$ cat config.mk
export PLATFORM = sky130hd
export DESIGN_NAME = lzd_norm_pipe
export DESIGN_NICKNAME = d
export VERILOG_FILES = /design/src/rtl/lzd_pkg.sv /design/src/rtl/lzd_seg.sv /design/src/rtl/lzd_norm_pipe.sv
export SDC_FILE = /design/constraint.sdc
export NUM_CORES = 1
export LEC_CHECK = 0
export CORE_MARGIN = 5
export CORE_UTILIZATION = 40
export CTS_CLUSTER_DIAMETER = 30
export DETAILED_ROUTE_END_ITERATION = 7
export MAX_ROUTING_LAYER = met4
export PLACE_DENSITY = 0.7
export SLEW_MARGIN = 15
export SYNTH_ARGS = -nofsm -noshare
export SYNTH_HDL_FRONTEND = slang
export SYNTH_SLANG_ARGS = --single-unit
$ cat constraint.sdc
create_clock -name clk -period 4.3 [get_ports clk]
set_clock_uncertainty 0.15 [all_clocks]
set_input_delay 0.43 -clock clk [delete_from_list [all_inputs] [get_ports clk]]
set_output_delay 0.43 -clock clk [all_outputs]
set_load 0.1 [all_outputs]
$ cat src/rtl/lzd_pkg.sv
// Shared helpers for the pipelined leading-zero detector / normaliser.
// Holds the count-width arithmetic and the parameter legality check.
package lzd_pkg;

    function automatic int cnt_width(input int width);
        return (width > 1) ? $clog2(width) : 1;
    endfunction

    function automatic bit is_pow2(input int n);
        return (n > 0) && ((n & (n - 1)) == 0);
    endfunction

    // The segment tree needs SEG >= 2 and the word must tile exactly into segments.
    function automatic bit params_ok(input int width, input int seg);
        return (seg >= 2) && is_pow2(seg) && (width >= seg) && ((width % seg) == 0);
    endfunction

endpackage

$ cat src/rtl/lzd_seg.sv
// Combinational leading-zero detector for one SEG-bit segment, built as a
// halving tree stored heap-style: node n has children 2n (upper half) and 2n+1.
module lzd_seg
    import lzd_pkg::*;
#(
    parameter int SEG = 16,
    localparam int SW = $clog2(SEG)
) (
    input  logic [SEG-1:0] src,
    output logic [SW-1:0]  c,
    output logic           v
);

    logic [SW-1:0] w_c [2*SEG-1:1];
    logic          w_v [2*SEG-1:1];

    genvar gi;
    // Leaf SEG holds the MSB so the left child is always the more significant half.
    for (gi = 0; gi < SEG; gi++) begin : g_leaf
        assign w_v[SEG+gi] = src[SEG-1-gi];
        assign w_c[SEG+gi] = '0;
    end

    for (gi = 1; gi < SEG; gi++) begin : g_node
        localparam int DEPTH = $clog2(gi + 1) - 1;
        localparam int HALF  = SEG >> (DEPTH + 1);
        assign w_v[gi] = w_v[2*gi] | w_v[2*gi+1];
        assign w_c[gi] = w_v[2*gi] ? w_c[2*gi] : (w_c[2*gi+1] + SW'(HALF));
    end

    assign c = w_c[1];
    assign v = w_v[1];

endmodule

$ cat src/rtl/lzd_norm_pipe.sv
// Two-stage leading-zero detector and normaliser with valid/ready on both sides.
// S1 registers per-segment counts; S2 combines them and left-justifies the word.
module lzd_norm_pipe
    import lzd_pkg::*;
#(
    parameter int WIDTH = 48,
    parameter int SEG   = 16,
    parameter int TAG_W = 4,
    localparam int CW   = lzd_pkg::cnt_width(WIDTH)
) (
    input  logic             clk,
    input  logic             rst_n,
    input  logic             in_valid,
    output logic             in_ready,
    input  logic [WIDTH-1:0] in_data,
    input  logic [TAG_W-1:0] in_tag,
    output logic             out_valid,
    input  logic             out_ready,
    output logic [CW-1:0]    out_cnt,
    output logic             out_nz,
    output logic [WIDTH-1:0] out_norm,
    output logic [TAG_W-1:0] out_tag
);

    localparam int NSEG = WIDTH / SEG;
    localparam int SW   = $clog2(SEG);

    if (!params_ok(WIDTH, SEG)) begin : g_param_check
        $error("lzd_norm_pipe: WIDTH must be a multiple of SEG and SEG a power of two >= 2");
    end

    logic [NSEG-1:0][SW-1:0] w_seg_c;
    logic [NSEG-1:0]         w_seg_v;

    genvar gi;
    for (gi = 0; gi < NSEG; gi++) begin : g_seg
        lzd_seg #(.SEG(SEG)) u_seg (
            .src (in_data[gi*SEG +: SEG]),
            .c   (w_seg_c[gi]),
            .v   (w_seg_v[gi])
        );
    end

    logic                    r_s1_valid;
    logic [NSEG-1:0][SW-1:0] r_s1_c;
    logic [NSEG-1:0]         r_s1_v;
    logic [WIDTH-1:0]        r_s1_data;
    logic [TAG_W-1:0]        r_s1_tag;

    logic                    r_s2_valid;
    logic [CW-1:0]           r_s2_cnt;
    logic                    r_s2_nz;
    logic [WIDTH-1:0]        r_s2_norm;
    logic [TAG_W-1:0]        r_s2_tag;

    logic                    w_s2_load;
    logic                    w_s1_load;
    logic [CW-1:0]           w_cnt;
    logic                    w_nz;
    logic [WIDTH-1:0]        w_norm;

    assign w_s2_load = r_s1_valid && (!r_s2_valid || out_ready);
    assign w_s1_load = in_valid && (!r_s1_valid || w_s2_load);
    assign in_ready  = !r_s1_valid || w_s2_load;

    // Ascending scan: the highest non-zero segment is the last one to write.
    always_comb begin
        w_cnt = '0;
        w_nz  = 1'b0;
        for (int i = 0; i < NSEG; i++) begin
            if (r_s1_v[i]) begin
                w_cnt = CW'((NSEG - 1 - i) * SEG) + CW'(r_s1_c[i]);
                w_nz  = 1'b1;
            end
        end
    end

    // An all-zero word gives w_cnt = 0, so the shift passes zero through.
    assign w_norm = r_s1_data << w_cnt;

    always_ff @(posedge clk) begin
        if (!rst_n) begin
            r_s1_valid <= 1'b0;
            r_s1_c     <= '0;
            r_s1_v     <= '0;
            r_s1_data  <= '0;
            r_s1_tag   <= '0;
            r_s2_valid <= 1'b0;
            r_s2_cnt   <= '0;
            r_s2_nz    <= 1'b0;
            r_s2_norm  <= '0;
            r_s2_tag   <= '0;
        end else begin
            if (w_s1_load) begin
                r_s1_valid <= 1'b1;
                r_s1_c     <= w_seg_c;
                r_s1_v     <= w_seg_v;
                r_s1_data  <= in_data;
                r_s1_tag   <= in_tag;
            end else if (w_s2_load) begin
                r_s1_valid <= 1'b0;
            end

            if (w_s2_load) begin
                r_s2_valid <= 1'b1;
                r_s2_cnt   <= w_cnt;
                r_s2_nz    <= w_nz;
                r_s2_norm  <= w_norm;
                r_s2_tag   <= r_s1_tag;
            end else if (out_ready) begin
                r_s2_valid <= 1'b0;
            end
        end
    end

    assign out_valid = r_s2_valid;
    assign out_cnt   = r_s2_cnt;
    assign out_nz    = r_s2_nz;
    assign out_norm  = r_s2_norm;
    assign out_tag   = r_s2_tag;

endmodule

======== Word-level counts from Yosys, hierarchy flattened ========
Index checks and enable logic that the tools add are counted.
word-level totals
  register bits ........................... 128
  input bits .............................. 56
cells by class
  reduce and logical (&&, ||, !) cells .... 8
  shift operators ......................... 1
  mux-type cells .......................... 55
  add/subtract/negate cells ............... 23
  bitwise logic cells ..................... 45
operator list
  operator                                                        number
  4-bit two-way mux                                               21
  48-bit by 6-bit << shifter with 48-bit output                   1
  1-bit bitwise OR                                                45
  1-bit by 2-bit adder with 3-bit output (second input constant)  12
  1-bit two-way mux                                               31
  4-bit by 3-bit adder with 4-bit output (second input constant)  6
  6-bit two-way mux                                               3
  4-bit adder (second input constant)                             3
  5-bit by 4-bit adder with 6-bit output (first input constant)   1
  6-bit by 4-bit adder with 6-bit output (first input constant)   1
  2-bit nonzero test                                              2
  1-bit logical AND                                               2
  1-bit logical NOT                                               2
  1-bit logical OR                                                2

======== Longest topological paths before layout ========
  depth after elaboration ................. 7
  gate-level depth with buffers ........... 12
  gate-level depth less buffers ........... 8

======== By module ========
From an unflattened synthesis, not the netlist that was laid out.
second synthesis, totals
  cells, all modules ...................... 980
  area total of the unflattened synthesis .. 7514.7 µm²
by module, submodules not included
  module         sequential area each (µm²)  cells an instance  area an instance (µm²)  times used
  lzd_norm_pipe  2562.5                      905                7071.8                  1
  lzd_seg        0.0                         25                 147.6                   3

======== Worst setup path after synthesis ========
OpenSTA, ideal clock, no wires.
  path type ............................... reg2reg
  start ................................... register r_s2_valid (netlist: out_valid)
  end ..................................... register r_s1_c[3] (netlist bit)
  path buffers ............................ 2
  required time ........................... 4074 ps
  cell stages (with the launch flop) ...... 8
  path slack .............................. 1115 ps
  library setup time ...................... 76 ps
  clock period less this slack ............ 3185 ps
  arrival time ............................ 2960 ps
  cells stage by stage .................... dfxtp_1 > nor2b_1 > nand2_1 > nand2_1 > clkbuf_1 > clkbuf_1 > nand2_1 > a21boi_0
on the way
  longest elaborated chain between the ends .. 5
RTL lines
  what                      line                  source
  start: declaration        lzd_norm_pipe.sv:50   logic r_s2_valid;
  start signal: assignment  lzd_norm_pipe.sv:88   r_s2_valid <= 1'b0;
  start signal: assignment  lzd_norm_pipe.sv:105  r_s2_valid <= 1'b1;
  start signal: assignment  lzd_norm_pipe.sv:111  r_s2_valid <= 1'b0;
  1-bit logical NOT         lzd_norm_pipe.sv:62   assign w_s2_load = r_s1_valid && (!r_s2_valid || out_ready);
  1-bit logical OR          lzd_norm_pipe.sv:62
  1-bit logical AND         lzd_norm_pipe.sv:62
  1-bit logical OR          --
  via in_ready              lzd_norm_pipe.sv:14   output logic in_ready,
  1-bit logical AND         lzd_norm_pipe.sv:63   assign w_s1_load = in_valid && (!r_s1_valid || w_s2_load);
  end signal: assignment    lzd_norm_pipe.sv:96   r_s1_c <= w_seg_c;
  end: declaration          lzd_norm_pipe.sv:45   logic [NSEG-1:0][SW-1:0] r_s1_c;
The timed path passes the listed nets, and every way through them passes these cells.
A chain may end at the register's enable or synchronous reset.

======== Worst setup path in the final report ========
  start ................................... register r_s1_v[1]
  end ..................................... register r_s2_norm[43] (netlist: out_norm[43])
on the way
  longest elaborated chain between the ends .. 3
RTL lines
  what                                           line                  source
  start: declaration                             lzd_norm_pipe.sv:46   logic [NSEG-1:0] r_s1_v;
  start signal: assignment                       lzd_norm_pipe.sv:97   r_s1_v <= w_seg_v;
  6-bit two-way mux (2 in series)                lzd_norm_pipe.sv:71   if (r_s1_v[i]) begin
  48-bit by 6-bit << shifter with 48-bit output  lzd_norm_pipe.sv:79   assign w_norm = r_s1_data << w_cnt;
  end signal: assignment                         lzd_norm_pipe.sv:108  r_s2_norm <= w_norm;
  end: declaration                               lzd_norm_pipe.sv:53   logic [WIDTH-1:0] r_s2_norm;
No other way between the ends.

==> out/metrics.yaml <==
hold_depth: 2
clk_path_buf_depth: 2
tns_ps: 0
synth_nets: 1094
critPathKind: "reg -> reg"
hpwl_microns: 19040
yosys_warnings: 0
power.density_nw_per_um2: 375.8
timing.slew.headroom: 0.2683
vias_per_cell: 5.918
via_count: 8190
rsz0062_at_grt: "no"
final_cell_area_sq_um: 9774
irDropWorstVdd_uv: 275.8
firstDrtPassIters: 6
synth_edf_count: 0
nets: 1163
die_x_microns: 151.1
drive_above_1_share: 0.06613
cts_tree: "built"
clk_pin_slew_worst_paths_ps: 60
total_leakage_power_nw: 3.853
outcome: "finished, final reports clean"
pre_cts_slack_ps: 900.9
hp-class: "in -> reg"
fp.dieH_microns: 151.1
arrival_ps: 3670
routed_wl_microns: 26290
grt.total_usage: 0.2375
diodes: 0
placed_area_sq_um: 9253
drc: 0
tightest_slew_ps: 1098
yosys_register_bits: 128
io_pins: 117
start_util: 0.4077
fp-row-count: 51
rrSetupSlack_ps: 850
worstPathMaxFanout: 28
post-route-util: 0.5006
postCtsSetupRepairBufs: 0
io_buffers: 116
synth_flop_cell: "dfxtp_1"
end_kind: "flip-flop"
clkLatencyLatePin_ps: 420
globalplace.congestion: 0.9528
htreeDepth: 4
drt-wirelength-per-cell_microns: 19.00
r2r_end: "out_norm[43]"
worst_slack_ps: 846.8
root_buffer: "clkbuf_16"
cts_resized: 0
grt_pass1_vias: 7590
synthToLayoutAreaGrowth_pct: 22.77
hold_buffers: 0
netlist_area_sq_um: 7961
r2r-start: "r_s1_v[1]"
ys_async_sr_fraction: 0
grt_pass1_wl_microns: 42120
cp_data_required_time_ps: 4520
period_minus_slack_ps: 3453
overflow: 0
max_cap_viol_count: 0
worstHoldStart: "rst_n"
antenna_found_initial: 0
synth_top_cell_by_area: "dfxtp_1"
period_share: 0.8031
synth-seq-area-share: 0.3219
die_area_sq_um: 22830
ys_types: 69
ant_nets: 0
cts.sinks: 128
hold_end: "out_norm[34]"
reg2reg_depth: 8
avgSynthCellArea_sq_um: 7.670
synth_area_leaders: "dfxtp_1, nand2_1, mux2i_1"
startpoint_type: "flip-flop"
cts_made_buffers: 17
finalSetupViolations: 0
fmax_mhz: 289.6
synth_top_area_frac: 0.3219
core_area_sq_um: 19530
hold_violations: 0
grt_max_degree: 80
drtIter0Drc: 871
drv_slew: 0
synthCells: 1038
## layer usage
layer,track usage,vias up,share of wire
met2,0.3467,390,0.44
met3,0.04010,52,0.078
met5,-,-,0
met1,0.3299,3859,0.45
li1,-,3889,-
met4,0.08840,0,0.028
## worst max-delay path by stage
stage	startpoint	to	cells past startpoint	slack, ps
floorplan	out_valid	r_s1_c[3]	7	1110
global placement	r_s1_v[1]	out_norm[31]	8	1000
detailed placement	r_s1_v[1]	out_norm[31]	8	900
CTS	r_s1_v[1]	out_norm[31]	8	870
global route	r_s1_v[1]	out_norm[31]	8	650
finish	r_s1_v[1]	out_norm[43]	8	850
## through the flow
step	total power, mW	hold WS [ps]	instances
6_report	3.673	185.0	1384
5_1_grt	3.820	188.1	1384
4_1_cts	3.670	161.3	1384
3_5_place_dp	2.386	309.3	1353
3_3_place_gp	2.380	298.6	1353
2_1_floorplan	2.077	288.2	1038
## power by group
group	leakage, nW	internal, mW	switching [mW]
sequential	1.05	1.25	0.0644
clock	0.243	0.728	0.563
combinational	2.56	0.349	0.719
total	3.85	2.33	1.35
## synthesized netlist by cell type (9+ instances only)
library cell    n
nand2_1       255
dfxtp_1       128
mux2i_1        88
a21oi_1        71
a21boi_0       68
clkbuf_1       47
nor2_1         39
a22oi_1        35
o21ai_0        33
nand3_1        32
buf_2          22
nor2b_1        17
nor3_1         15
a22o_1         13
and2_1         12
nor4_1         11
a221oi_1       10
a31oi_1         9
inv_1           9
## placed cells by master (no fill, tap or decap), drive strengths merged, types with 3 or more instances in the layout
| master | instances |
|---|---|
| clkinvlp | 6 |
| o211ai | 7 |
| nand3 | 32 |
| a32o | 6 |
| inv | 10 |
| dfxtp | 128 |
| mux2i | 89 |
| nor4 | 11 |
| o21a | 5 |
| a22o | 13 |
| o21bai | 4 |
| nand3b | 3 |
| nor2b | 17 |
| o21ai | 36 |
| mux2 | 3 |
| a21boi | 68 |
| a31oi | 9 |
| a211oi | 8 |
| a221oi | 10 |
| clkbuf | 17 |
| nor3 | 15 |
| o211a | 3 |
| nand2b | 4 |
| and2 | 12 |
| buf | 20 |
| a21oi | 73 |
| a22oi | 37 |
| nor2 | 39 |
| a311oi | 3 |
| a21o | 8 |
| clkdlybuf4s50 | 115 |
| and3 | 6 |
| nand2 | 255 |
| clkinv | 7 |
## cell type report
type,count,area [sq um]
clock buffer,17,425.4
clock inverter,14,96.34
fill,1930,9752
inverter,9,33.78
multi-input combinational,816,5014
sequential,128,2562
tap,265,331.6
timing repair buffer,135,1311
## state kept, by name, summed over array words and instances, names as in the netlist
signal      flops
out_cnt         6
out_norm       48
out_nz          1
out_tag         4
out_valid       1
r_s1_c         12
r_s1_data      48
r_s1_tag        4
r_s1_v          3
r_s1_valid      1
## cells by family after synthesis
family,Yosys count,share of synthesized area
compound gates,318,0.2810
buf+inv,94,0.05391
flops,128,0.3219
mux,94,0.1234
simple gates,404,0.2199
## critical path: stages, from the launching register on
cell and delay, ps:
dfxtp_1 550, a21oi_1 210, a21oi_4 530, buf_4 430, a21oi_1 70, a22oi_1 420, mux2i_1 220, a2111oi_1 580
a32o_1 230
No activity file was read; power rests on OpenSTA's default activity.
